**config.mk**
```make
export PLATFORM = sky130hd
export DESIGN_NAME = dx_pipe_ctrl
export DESIGN_NICKNAME = d
export VERILOG_FILES = /design/src/rtl/pipe_pkg.sv /design/src/rtl/hazard_detect.sv /design/src/rtl/dx_pipe_ctrl.sv
export SDC_FILE = /design/constraint.sdc
export NUM_CORES = 1
export LEC_CHECK = 0
export ABC_AREA = 0
export BUFFER_PORTS_ARGS = -buffer_cell sky130_fd_sc_hd__buf_2
export CAP_MARGIN = 40
export CORE_ASPECT_RATIO = 2
export CORE_MARGIN = 2
export CORE_UTILIZATION = 30
export DETAILED_ROUTE_END_ITERATION = 10
export HOLD_SLACK_MARGIN = 0.03
export SETUP_SLACK_MARGIN = 0.3
export SYNTH_ARGS = -nofsm -noshare
export SYNTH_HDL_FRONTEND = slang
export SYNTH_SLANG_ARGS = --single-unit
```
**constraint.sdc**
```tcl
create_clock -name clock -period 5.4 [get_ports clock]
set_clock_uncertainty 0.1 [all_clocks]
set_input_delay 0 -clock clock [delete_from_list [all_inputs] [get_ports clock]]
set_output_delay 0 -clock clock [all_outputs]
set_load 0.01 [all_outputs]
```
**src/rtl/pipe_pkg.sv**
```systemverilog
// Shared encodings for the D->X pipeline: ALU operand selects, bypass selects
// and the control-field image of an X-stage bubble.
package pipe_pkg;

    localparam logic [1:0] ASEL_ZERO  = 2'b00;
    localparam logic [1:0] ASEL_PC    = 2'b10;
    localparam logic [1:0] ASEL_RS1   = 2'b11;

    localparam logic [1:0] BSEL_SHAMT = 2'b00;
    localparam logic [1:0] BSEL_RS2   = 2'b01;
    localparam logic [1:0] BSEL_IMM   = 2'b10;

    localparam logic [1:0] BYP_NONE   = 2'b00;
    localparam logic [1:0] BYP_MX     = 2'b01;
    localparam logic [1:0] BYP_WX     = 2'b10;

    typedef struct packed {
        logic       vld;
        logic       reg_we;
        logic       is_load;
        logic [1:0] asel;
        logic [1:0] bsel;
        logic [1:0] byp_rs1;
        logic [1:0] byp_rs2;
    } dx_ctrl_t;

    localparam dx_ctrl_t dx_bubble = '{
        vld:     1'b0,
        reg_we:  1'b0,
        is_load: 1'b0,
        asel:    ASEL_ZERO,
        bsel:    BSEL_SHAMT,
        byp_rs1: BYP_NONE,
        byp_rs2: BYP_NONE
    };

    // The X-stage producer is younger than M, so its result wins.
    function automatic logic [1:0] byp_select(input logic xhit, input logic mhit);
        if (xhit)
            return BYP_MX;
        else if (mhit)
            return BYP_WX;
        else
            return BYP_NONE;
    endfunction

endpackage

```
**src/rtl/hazard_detect.sv**
```systemverilog
// Combinational source-vs-producer compare: bypass selects for both operands
// and the load-use hazard flag for the instruction sitting in D.
module hazard_detect
    import pipe_pkg::*;
#(
    parameter int RA_W = 5
) (
    input  logic            x_valid,
    input  logic            x_reg_we,
    input  logic            x_is_load,
    input  logic [RA_W-1:0] x_rd_addr,
    input  logic            m_reg_we,
    input  logic [RA_W-1:0] m_rd,
    input  logic            d_valid,
    input  logic [RA_W-1:0] d_rs1_addr,
    input  logic [RA_W-1:0] d_rs2_addr,
    input  logic            d_uses_rs1,
    input  logic            d_uses_rs2,
    output logic [1:0]      byp_sel_rs1,
    output logic [1:0]      byp_sel_rs2,
    output logic            luh
);

    logic xhit_1;
    logic xhit_2;
    logic mhit_1;
    logic mhit_2;

    // x0 is hardwired to zero, so a write to it never forwards.
    assign xhit_1 = x_valid & x_reg_we & (x_rd_addr != '0) & (x_rd_addr == d_rs1_addr);
    assign xhit_2 = x_valid & x_reg_we & (x_rd_addr != '0) & (x_rd_addr == d_rs2_addr);
    assign mhit_1 = m_reg_we & (m_rd != '0) & (m_rd == d_rs1_addr);
    assign mhit_2 = m_reg_we & (m_rd != '0) & (m_rd == d_rs2_addr);

    assign byp_sel_rs1 = byp_select(xhit_1, mhit_1);
    assign byp_sel_rs2 = byp_select(xhit_2, mhit_2);

    assign luh = d_valid & x_valid & x_is_load &
                 ((xhit_1 & d_uses_rs1) | (xhit_2 & d_uses_rs2));

endmodule

```
**src/rtl/dx_pipe_ctrl.sv**
```systemverilog
// Decode-to-execute pipeline register with operand-bypass select generation,
// load-use interlock and branch-flush bubble insertion.
module dx_pipe_ctrl
    import pipe_pkg::*;
#(
    parameter int XLEN = 32,
    parameter int RA_W = 5
) (
    input  logic            clock,
    input  logic            reset_n,
    input  logic            d_valid,
    input  logic [XLEN-1:0] d_pc,
    input  logic [RA_W-1:0] d_rs1_addr,
    input  logic [RA_W-1:0] d_rs2_addr,
    input  logic            d_uses_rs1,
    input  logic            d_uses_rs2,
    input  logic [XLEN-1:0] d_rs1_data,
    input  logic [XLEN-1:0] d_rs2_data,
    input  logic [XLEN-1:0] d_imm,
    input  logic [4:0]      d_shamt,
    input  logic [1:0]      d_asel,
    input  logic [1:0]      d_bsel,
    input  logic [RA_W-1:0] d_rd_addr,
    input  logic            d_reg_we,
    input  logic            d_is_load,
    input  logic            x_flush,
    output logic            d_stall,
    output logic            x_valid,
    output logic [XLEN-1:0] x_pc,
    output logic [XLEN-1:0] x_rs1,
    output logic [XLEN-1:0] x_rs2,
    output logic [XLEN-1:0] x_imm,
    output logic [4:0]      x_shamt,
    output logic [1:0]      x_asel,
    output logic [1:0]      x_bsel,
    output logic [RA_W-1:0] x_rd_addr,
    output logic            x_reg_we,
    output logic            x_is_load,
    output logic [1:0]      x_bypass_sel_rs1,
    output logic [1:0]      x_bypass_sel_rs2
);

    dx_ctrl_t        ctrl_p0;
    dx_ctrl_t        x_ctrl_p1;
    logic [XLEN-1:0] x_pc_p1;
    logic [XLEN-1:0] x_rs1_p1;
    logic [XLEN-1:0] x_rs2_p1;
    logic [XLEN-1:0] x_imm_p1;
    logic [4:0]      x_shamt_p1;
    logic [RA_W-1:0] x_rd_p1;
    logic [RA_W-1:0] m_rd_p2;
    logic            m_reg_we_p2;

    logic [1:0]      byp_rs1_p0;
    logic [1:0]      byp_rs2_p0;
    logic            luh_p0;
    logic            take_d_p0;

    hazard_detect #(
        .RA_W (RA_W)
    ) u_hazard (
        .x_valid     (x_ctrl_p1.vld),
        .x_reg_we    (x_ctrl_p1.reg_we),
        .x_is_load   (x_ctrl_p1.is_load),
        .x_rd_addr   (x_rd_p1),
        .m_reg_we    (m_reg_we_p2),
        .m_rd        (m_rd_p2),
        .d_valid     (d_valid),
        .d_rs1_addr  (d_rs1_addr),
        .d_rs2_addr  (d_rs2_addr),
        .d_uses_rs1  (d_uses_rs1),
        .d_uses_rs2  (d_uses_rs2),
        .byp_sel_rs1 (byp_rs1_p0),
        .byp_sel_rs2 (byp_rs2_p0),
        .luh         (luh_p0)
    );

    // A flush overrides the interlock: the D instruction is wrong-path, so
    // fetch must be free to take the redirect.
    assign d_stall   = luh_p0 & ~x_flush;
    assign take_d_p0 = ~(x_flush | luh_p0);

    // ---- D -> X boundary ----
    always_comb begin
        ctrl_p0 = dx_bubble;
        if (take_d_p0) begin
            ctrl_p0.vld     = d_valid;
            ctrl_p0.reg_we  = d_reg_we & d_valid;
            ctrl_p0.is_load = d_is_load;
            ctrl_p0.asel    = d_asel;
            ctrl_p0.bsel    = d_bsel;
            ctrl_p0.byp_rs1 = byp_rs1_p0;
            ctrl_p0.byp_rs2 = byp_rs2_p0;
        end
    end

    always_ff @(posedge clock or negedge reset_n) begin
        if (!reset_n) begin
            x_ctrl_p1  <= dx_bubble;
            x_pc_p1    <= '0;
            x_rs1_p1   <= '0;
            x_rs2_p1   <= '0;
            x_imm_p1   <= '0;
            x_shamt_p1 <= '0;
            x_rd_p1    <= '0;
        end else begin
            x_ctrl_p1  <= ctrl_p0;
            x_pc_p1    <= take_d_p0 ? d_pc       : '0;
            x_rs1_p1   <= take_d_p0 ? d_rs1_data : '0;
            x_rs2_p1   <= take_d_p0 ? d_rs2_data : '0;
            x_imm_p1   <= take_d_p0 ? d_imm      : '0;
            x_shamt_p1 <= take_d_p0 ? d_shamt    : '0;
            x_rd_p1    <= take_d_p0 ? d_rd_addr  : '0;
        end
    end

    // ---- X -> M boundary (shadow of the producer one stage further on) ----
    always_ff @(posedge clock or negedge reset_n) begin
        if (!reset_n) begin
            m_rd_p2     <= '0;
            m_reg_we_p2 <= 1'b0;
        end else begin
            m_rd_p2     <= x_rd_p1;
            m_reg_we_p2 <= x_ctrl_p1.reg_we & x_ctrl_p1.vld;
        end
    end

    assign x_valid          = x_ctrl_p1.vld;
    assign x_reg_we         = x_ctrl_p1.reg_we;
    assign x_is_load        = x_ctrl_p1.is_load;
    assign x_asel           = x_ctrl_p1.asel;
    assign x_bsel           = x_ctrl_p1.bsel;
    assign x_bypass_sel_rs1 = x_ctrl_p1.byp_rs1;
    assign x_bypass_sel_rs2 = x_ctrl_p1.byp_rs2;
    assign x_pc             = x_pc_p1;
    assign x_rs1            = x_rs1_p1;
    assign x_rs2            = x_rs2_p1;
    assign x_imm            = x_imm_p1;
    assign x_shamt          = x_shamt_p1;
    assign x_rd_addr        = x_rd_p1;

endmodule

```
==> out/summary.md, run 1 <==
* aborted with a tool error — status
* 182 — # hold bufs at CTS
* 2 — number of buffers on the longest clock path
* sky130_fd_sc_hd__dfrtp_1 — cell taking the most area after synthesis
* 0 — number of synthesized flops with an enable pin
* 155 — CTS sink count
* sky130_fd_sc_hd__dfrtp_1 (72%), sky130_fd_sc_hd__and3_1 (17%), sky130_fd_sc_hd__buf_6 (2.7%) — largest cells by area after synthesis
* 30.4% — starting density of the core
* 0.538% — area fraction in compound gates after synthesis
* 17 — Inserted Clock Buffers
* [ERROR RSZ-0060] Max buffer count reached. — first error message
* 0 — number of buffers inserted to repair setup after CTS
* 4 — total number of H-tree levels
* 19.9% — post-synthesis simple-gate area fraction
* clock tree synthesis — stage reached
* 11800 um — DP Wirelength
* 155 — Yosys reg bits
* 0 — post_cts resized
* 540 — synthesized netlist net count
* 72.5% — share of synthesized area occupied by flip-flops and latches
* 26 — post-synth cell types
* 100% — share of synthesized registers carrying an async set or reset
* 0 — number of warnings reported in the yosys synthesis log
* sky130_fd_sc_hd__dfrtp_1 — top_reg_cell synth
* 193 um — die extent in y
* simple AND/OR/NAND/NOR gates — dominant combinational cell family by area after synthesis
* 98.4 um — Die W
* 0% — fraction of the mapped netlist area in adder cells
* 0.837 — last weighted congestion value of the routability-driven placer
* 72.5% — area share of the largest cell type after synthesis
* 380 — Synth Instances
* 14.1 um^2 — Avg Synthesized Cell Area
* 69 — number of placement rows
* 310 — I/O pin cnt
* 5350 um^2 — cell area after synthesis
* 0% — mux cell area share after synthesis
* 309 — PortBufs
* sky130_fd_sc_hd__clkbuf_16 — Root Driver
* 2.95% — Post-Synth XOR/XNOR Area
## stage by stage
stage / util [%] / std cells / instance area [um^2] / setup slack (ns)
3_5_place_dp: 40.2 / 875 / 7070 / 2.94
3_3_place_gp: 39.7 / 872 / 6990 / 2.64
2_1_floorplan: - / 380 / 5350 / 3.34
## kinds of logic after synthesis
logic type | Yosys count
and+or+nand+nor | 170
DFF | 155
buffers and inverters | 32
xor gates and xnor gates | 18
AOI/OAI and AO/OA | 5
## synth_stat cells (2+ instances only)
master and instances:
sky130_fd_sc_hd__and3_1 148, sky130_fd_sc_hd__buf_6 13, sky130_fd_sc_hd__clkbuf_1 16, sky130_fd_sc_hd__clkbuf_2 2, sky130_fd_sc_hd__dfrtp_1 155, sky130_fd_sc_hd__nand2_1 3
sky130_fd_sc_hd__nand3_1 4, sky130_fd_sc_hd__nand4_1 2, sky130_fd_sc_hd__nor3_1 3, sky130_fd_sc_hd__nor4_1 2, sky130_fd_sc_hd__xnor2_1 11, sky130_fd_sc_hd__xor2_1 7
==> inputs of run 2 (changes only) <==
Settings changed: CORE_ASPECT_RATIO 2 to default, CORE_UTILIZATION 30 to 20, HOLD_SLACK_MARGIN 0.03 to default, PLACE_DENSITY_LB_ADDON from default to 0.15, SETUP_SLACK_MARGIN 0.3 to default.
==> out/summary.md, run 2 <==
* x_bypass_sel_rs2[1] — FF-to-FF End
* 2.94 ns — Worst Path Arrival
* 0.696 mW — sw power
* 310 — I/O pin cnt, unchanged
* 2.66 ns — register-to-register path setup slack
* sky130_fd_sc_hd__buf_2 (308), sky130_fd_sc_hd__dfrtp_1 (155), sky130_fd_sc_hd__dlygate4sd3_1 (152) — commonest non-fill, non-tap cells in the layout
* 19.9% — post-synthesis simple-gate area fraction, unchanged
* simple AND/OR/NAND/NOR gates — dominant combinational cell family by area after synthesis
* 0 — Overflow after GRT
* 3 — maximum net fanout on the critical path
* 0.538% — area fraction in compound gates after synthesis, unchanged
* primary input to flop — Hold Path Class
* 2635 — Filler Cell Count
* 168 um — die extent in y, -13%
* 293 nW/um^2 — power per unit of standard cell area
* 25.7% — switching part of the total
* flop to flop — kind of critical path
* flop — endpoint class of the critical path
* sky130_fd_sc_hd__dfrtp_1 (72%), sky130_fd_sc_hd__and3_1 (17%), sky130_fd_sc_hd__buf_6 (2.7%) — largest cells by area after synthesis
* 0 — number of buffers inserted to repair setup after CTS, unchanged
* 380 — Synth Instances, unchanged
* 4 — DR pass1 iterations
* 26 — post-synth cell types, unchanged
* 0 — max-capacitance violation count
* 540 — synthesized netlist net count, unchanged
* 155 — Yosys reg bits, unchanged
* 14.1 um^2 — Avg Synthesized Cell Area, unchanged
* 82 — largest net degree at the start of global routing
* 50.8% — period utilisation layout
* 50.5% — worst slew slack as a fraction of its limit
* built — CTS tree
* 2.74 ns — final period demand of the worst path
* 0 — Antenna diodes
* 12.9% — GRT Total Usage
* 0% — fraction of the mapped netlist area in adder cells, unchanged
* 5.14 nW — Static Leakage
* 22.3% — met2 Use GR
* 72.5% — share of synthesized area occupied by flip-flops and latches, unchanged
* 15.0% — met1 track demand over resource
* 2 — number of buffers on the longest clock path, unchanged
* 5 — worst hold path stage count
* sky130_fd_sc_hd__dfrtp_1 — top_reg_cell synth
* 41.3% — fraction of final layout cells sized beyond drive strength 1
* m_rd_p2[0] — Critical R2R Launch
* 364 MHz — max frequency
* 100% — share of synthesized registers carrying an async set or reset, unchanged
* d_rs1_addr[0] — worst hold start
* 59 — number of placement rows, -14%
* 4.01 — post-DR vias/cell
* 0.06 ns — Clock transition at path regs
* 0 — initial antenna violation count
* x_bypass_sel_rs1[0] — end of the worst hold path
* 4 — total number of H-tree levels, unchanged
* 11900 um — DP Wirelength, +0.62%
* 0 — DRC violation count after routing
* 4739 — via total after detailed routing
* 2.01 mW — internal power of the cells
* 12.4% — portion of total power attributed to combinational logic
* 0.41 ns — later-pin clock latency in the skew report
* 17 — Inserted Clock Buffers, unchanged
* met2 — layer carrying the most global-route usage
* 0 — total count of max-transition violations in the final report
* sky130_fd_sc_hd__buf_2 — most common library cell in the layout ignoring fill and taps
* 0 — final hold violation count
* 28400 um — wire length of the first global-routing pass
* 17800 um — final routed wirelength across all metal layers
* 5340 — vias in the first global route
* 5.59 ns — worst path required time
* 154 — 1st-iter DRT viols
* 72.9% — area growth from synthesis to layout
* 0 ns — Post-Route Setup TNS
* flop — Startpoint Class
* 41.9% — clock network fraction of design power
* 15.0 um — post-DR wirelength/cell
* 0 — number of synthesized flops with an enable pin, unchanged
* sky130_fd_sc_hd__clkbuf_16 — Root Driver
* 0 — antenna viol nets, final
* 0 — final setup fails
* 5350 um^2 — cell area after synthesis, unchanged
* 0 — number of warnings reported in the yosys synthesis log, unchanged
* 2.95% — Post-Synth XOR/XNOR Area, unchanged
* 309 — PortBufs, unchanged
* 45.7% — relative contribution of sequential cells to total power
* 993 — Nets
* 26100 um^2 — Floorplan Core Area
* 0.160 mV — Max rail drop VDD
* 35.4% — utilization after layout
* sky130_fd_sc_hd__dfrtp_1 — cell taking the most area after synthesis
* 0.742 ns — Worst-Margin Slew
* 155 — CTS sink count, unchanged
* 168 um — Die W, +70%
* finished, final reports clean — status
* 28100 um^2 — floorplan die area
* 0% — mux cell area share after synthesis, unchanged
* no — RSZ-0062 raised after global routing
* 4.80% — met3 Track Usage GR
* 20.5% — starting density of the core, -9.9 points
* 6 — r2r worst-path depth
* 72.5% — area share of the largest cell type after synthesis, unchanged
* 0.772 — last weighted congestion value of the routability-driven placer, -7.7%
* sky130_fd_sc_hd__dfrtp_1 — library cell with the highest instance count after synthesis
* sky130_fd_sc_hd__dfrtp_1 (155), sky130_fd_sc_hd__and3_1 (148), sky130_fd_sc_hd__clkbuf_1 (16) — top cell types by occurrence after synthesis
[run 2: cell counts after synthesis]
Identical to the previous run, type by type.
[run 2: final cells by class]
type	instances	area [um^2]	share of cell area, %
Clock inverter	14	130	1.41
Tap cell	335	419	4.53
Multi-Input combinational cell	193	1260	13.7
Sequential cell	155	3880	41.9
Timing Repair Buffer	466	3130	33.8
Clock buffer	18	429	4.64
[run 2: power by group through the flow]
stage | Sequential, mW | Combinational, mW | Clock (mW)
global placement | 1.26 | 0.249 | 0
detailed placement | 1.26 | 0.254 | 0
floorplan | 1.29 | 0.0619 | 0
finish | 1.24 | 0.336 | 1.14
global route | 1.24 | 0.370 | 1.25
CTS | 1.24 | 0.342 | 1.19
[run 2: how the worst max path moves through the flow]
stage	startpoint	end	slack (ns)	depth (start not counted)
2_1_floorplan	x_rd_addr[1]	x_imm[0]	3.34	6
3_3_place_gp	x_rd_addr[0]	x_bypass_sel_rs1[0]	2.68	5
3_5_place_dp	x_rd_addr[0]	x_bypass_sel_rs1[0]	2.68	5
4_1_cts	x_rd_addr[1]	x_bypass_sel_rs2[1]	2.66	5
5_1_grt	x_rd_addr[0]	x_rs2[8]	2.40	5
6_report	m_rd_p2[0]	x_bypass_sel_rs2[1]	2.66	6
[run 2: metal layers]
metal  vias up  share of wire (%)  wire length (um)
met5         -                  0                 0
met4         0               0.94               167
met3         9                8.9              1580
met2       212                 48              8590
met1      2308                 42              7430
li1       2210                  -                 -
[run 2: timing repair]
item,in CTS,in global routing
gates resized for setup,0,0
hold buffers,152,0
endpoints found under the hold margin,226,0
[run 2: cells by family (layout without fill, tap and decap cells)]
logic type,after synthesis,after routing
DFF,155,155
and+or+nand+nor,170,170
xor gates and xnor gates,18,18
AOI/OAI and AO/OA,5,5
buffers and inverters,32,498
[run 2: metrics by stage]
step	total power, mW	cells	hold WS (ns)	cell area, um^2	setup WS, ns
after detailed placement	1.51	997	-0.0123	7170	2.68
after CTS	2.77	1181	0.0141	9250	2.66
final	2.71	1181	0.0544	9250	2.66
after global placement	1.51	996	-0.0249	7140	2.68
after global routing	2.87	1181	0.0753	9250	2.40
after floorplan	1.35	380	-0.396	5350	3.34
[run 2: worst max-delay path: stages, from the launching register on]
cell and delay (ns):
sky130_fd_sc_hd__dfrtp_1 0.41, sky130_fd_sc_hd__or4_1 0.51, sky130_fd_sc_hd__o21ai_0 0.24, sky130_fd_sc_hd__nor4_1 0.09, sky130_fd_sc_hd__dlygate4sd3_1 0.56, sky130_fd_sc_hd__and3_1 0.18
sky130_fd_sc_hd__dlygate4sd3_1 0.54
Note: power is estimated with default switching activity, not from simulation.
==> inputs of run 3 (changes only) <==
Settings changed: ABC_AREA 0 to 1.
Clock period 5.4 ns to 2.3 ns, I/O delays scaled along.
==> out/summary.md, run 3 <==
* primary input to async pin — Hold Path Class
* 0 — number of buffers inserted to repair setup after CTS, unchanged
* 170 um — Die W, +1.4%
* 0 — antenna viol nets, final, unchanged
* 1176 — Nets, +18%
* 0.56 ns — worst stage delay on the critical path, about the same
* 0 — number of synthesized flops with an enable pin, unchanged
* 9 — r2r worst-path depth, +3
* xnor2_1 > nand2_1 > nor2_1 > nand4_1 > nand2_1 > nand2_1 > nand2_4 > nor2_1 > dlygate4sd3_1 — Critical Path, Cell by Cell
* sky130_fd_sc_hd__dfrtp_1 — cell taking the most area after synthesis
* 2.49 ns — worst path required time, -3.10 ns
* 158 — # hold bufs at CTS, +3.9%
* 0.551 ns — Worst-Margin Slew, -0.191 ns
* flop — endpoint class of the critical path
* 2 — number of buffers on the longest clock path, unchanged
* 0.0200 ns — WHS, -0.0344 ns
* 10.2 um^2 — Avg Synthesized Cell Area, -28%
* 0 — total count of max-transition violations in the final report, unchanged
* 73.5% — area growth from synthesis to layout
* 0 — Overflow after GRT, unchanged
* 0.338 mV — Max rail drop VDD, +110%
* 4 — DR pass1 iterations, unchanged
* 2.07 ns — final period demand of the worst path, -0.674 ns
* 0 — final hold violation count, unchanged
* 90.0% — period utilisation layout, +39 points
* sky130_fd_sc_hd__dlygate4sd3_1 — critical-path cell with the highest stage delay
* 63.3% — worst slew slack as a fraction of its limit, +13 points
* 7 — maximum net fanout on the critical path, +4
* 4885 — via total after detailed routing, +3.1%
* 27000 um^2 — Floorplan Core Area, +3.4%
* 155 — Yosys reg bits, unchanged
* 0 — initial antenna violation count, unchanged
* 0 ns — Post-Route Setup TNS, unchanged
* 0 — Antenna diodes, unchanged
* 483 MHz — max frequency, +33%
* 70.5% — area share of the largest cell type after synthesis, -2.0 points
* 2769 — Filler Cell Count, +5.1%
* 6.40 mW — total power of the final layout, +140%
* 310 — I/O pin cnt, unchanged
* sky130_fd_sc_hd__buf_2 (308), sky130_fd_sc_hd__nor2_1 (161), sky130_fd_sc_hd__dlygate4sd3_1 (158) — commonest non-fill, non-tap cells in the layout
* 0 — DRC violation count after routing, unchanged
* x_reg_we — critical path capture point
* 0.230 ns — worst setup margin, -2.43 ns
* 170 um — die extent in y, +1.4%
* simple AND/OR/NAND/NOR gates — cell type group with the largest total delay on the critical path
* 11200 um — DP Wirelength, -6.0%
* 0 — max-capacitance violation count, unchanged
* x_reg_we — FF-to-FF End
* 18 — post-synth cell types, -31%
* 26200 um — wire length of the first global-routing pass, -7.7%
* x_rd_addr[1] — Critical R2R Launch
* 1 — Crit path buffers/inverters, -1
* 309 — PortBufs, unchanged
* 17 — Inserted Clock Buffers, unchanged
* 670 nW/um^2 — power per unit of standard cell area, +130%
* sky130_fd_sc_hd__dfrtp_1 — top_reg_cell synth
* 28900 um^2 — floorplan die area, +2.8%
* finished, final reports clean — status
* 5510 um^2 — cell area after synthesis, +2.9%
* 4 — total number of H-tree levels, unchanged
* sky130_fd_sc_hd__nor2_1 — library cell with the highest instance count after synthesis
* built — CTS tree
* sky130_fd_sc_hd__clkbuf_16 — Root Driver
* flop to flop — kind of critical path
* 1370 — filler-free cell count of the finished design, +16%
* 1180 — number of instances in the placed design, +18%
* 169 — 1st-iter DRT viols, +9.7%
* 70.5% — share of synthesized area occupied by flip-flops and latches, -2.0 points
* 0 — final setup fails, unchanged
* 3.57 — post-DR vias/cell, -11%
* 0 — post_cts resized, unchanged
* flop — Startpoint Class
* 5.56 nW — Static Leakage, +8.2%
* 9 — total stage count of the critical path, +3
* 11.7% — GRT Total Usage, -1.2 points
* 16800 um — final routed wirelength across all metal layers, -5.2%
* sky130_fd_sc_hd__nor2_1 (161), sky130_fd_sc_hd__dfrtp_1 (155), sky130_fd_sc_hd__inv_1 (155) — top cell types by occurrence after synthesis
* 12.3 um — post-DR wirelength/cell, -18%
* x_rd_addr[1] — start point of the critical path
* 20.4% — starting density of the core, -0.11 points
* 541 — Synth Instances, +42%
* 0.07 ns — Clock transition at path regs, about the same
* sky130_fd_sc_hd__dfrtp_1 (70%), sky130_fd_sc_hd__nor2_1 (11%), sky130_fd_sc_hd__inv_1 (11%) — largest cells by area after synthesis
* 35.3% — utilization after layout, -0.073 points
* 0 — number of warnings reported in the yosys synthesis log, unchanged
* sky130_fd_sc_hd__nand2_1 — Top cell by count, worst path
* 60 — number of placement rows, +1.7%
* sky130_fd_sc_hd__buf_2 — most common library cell in the layout ignoring fill and taps
* 2.26 ns — Worst Path Arrival, -0.68 ns
* 0.42 ns — later-pin clock latency in the skew report, about the same
* no — RSZ-0062 raised after global routing
* 100% — share of synthesized registers carrying an async set or reset, unchanged
* 0.23 ns — register-to-register path setup slack, -2.43 ns
* 0.744 — last weighted congestion value of the routability-driven placer, -3.7%
* 701 — synthesized netlist net count, +30%
* 7420 um^2 — Area after DPL, +3.5%
* 9550 um^2 — design area, +3.2%
* 0.411 ns — Post-Place Setup Slack, -2.27 ns
* 5229 — vias in the first global route, -2.1%
* 155 — CTS sink count, unchanged
* 64 — largest net degree at the start of global routing, -22%
* 33.7% — fraction of final layout cells sized beyond drive strength 1, -7.5 points
-- run 3: cell count changes after synthesis, moves of 3 or more --
cell,delta
sky130_fd_sc_hd__and3_1,-148
sky130_fd_sc_hd__buf_2,+3
sky130_fd_sc_hd__clkbuf_1,-16
sky130_fd_sc_hd__inv_1,+155
sky130_fd_sc_hd__nand2_1,+20
sky130_fd_sc_hd__nor2_1,+161
sky130_fd_sc_hd__o21ai_0,+3
sky130_fd_sc_hd__xnor2_1,-8
-- run 3: report_power, final --
part	leakage, nW	internal (mW)	switching [mW]	total, mW
combinational	3.31	0.435	0.400	0.835
sequential	2.00	2.86	0.0415	2.90
clock	0.247	1.41	1.25	2.66
total	5.56	4.70	1.70	6.40
-- run 3: how the worst min path moves through the flow --
stage	slack (ns)	to	depth (start not counted)
final	0.02	x_imm[20]	2
after CTS	0.02	x_imm[20]	2
after global routing	0.05	x_imm[20]	2
after global placement	-0.08	x_rs1[20]	1
after floorplan	-0.40	m_rd_p2[0]	0
after detailed placement	-0.08	x_imm[20]	1
-- run 3: logic make-up (layout without fill, tap and decap cells) --
| group | count (synthesis) | count (layout) | share of synthesized area [%] |
|---|---|---|---|
| and+or+nand+nor | 194 | 194 | 13.6 |
| buffers and inverters | 174 | 662 | 13.6 |
| DFF | 155 | 155 | 70.5 |
| xor gates and xnor gates | 11 | 11 | 1.75 |
| AOI/OAI and AO/OA | 7 | 7 | 0.659 |
-- run 3: final cells by class --
cell class / instances / area, um^2 / area share [%]
Clock inverter: 13 / 111 / 1.17
Inverter: 158 / 593 / 6.21
Clock buffer: 19 / 433 / 4.53
Tap cell: 341 / 427 / 4.47
Sequential cell: 155 / 3880 / 40.6
Multi-Input combinational cell: 212 / 885 / 9.26
Timing Repair Buffer: 472 / 3220 / 33.7
-- run 3: routing by layer --
metal  share of wire [%]  wire [um]  GRT usage (%)
met1                  40       6670           12.6
met3                 7.5       1270           4.12
met5                   0          0              0
met4                 1.7        287           4.27
met2                  51       8620           21.1
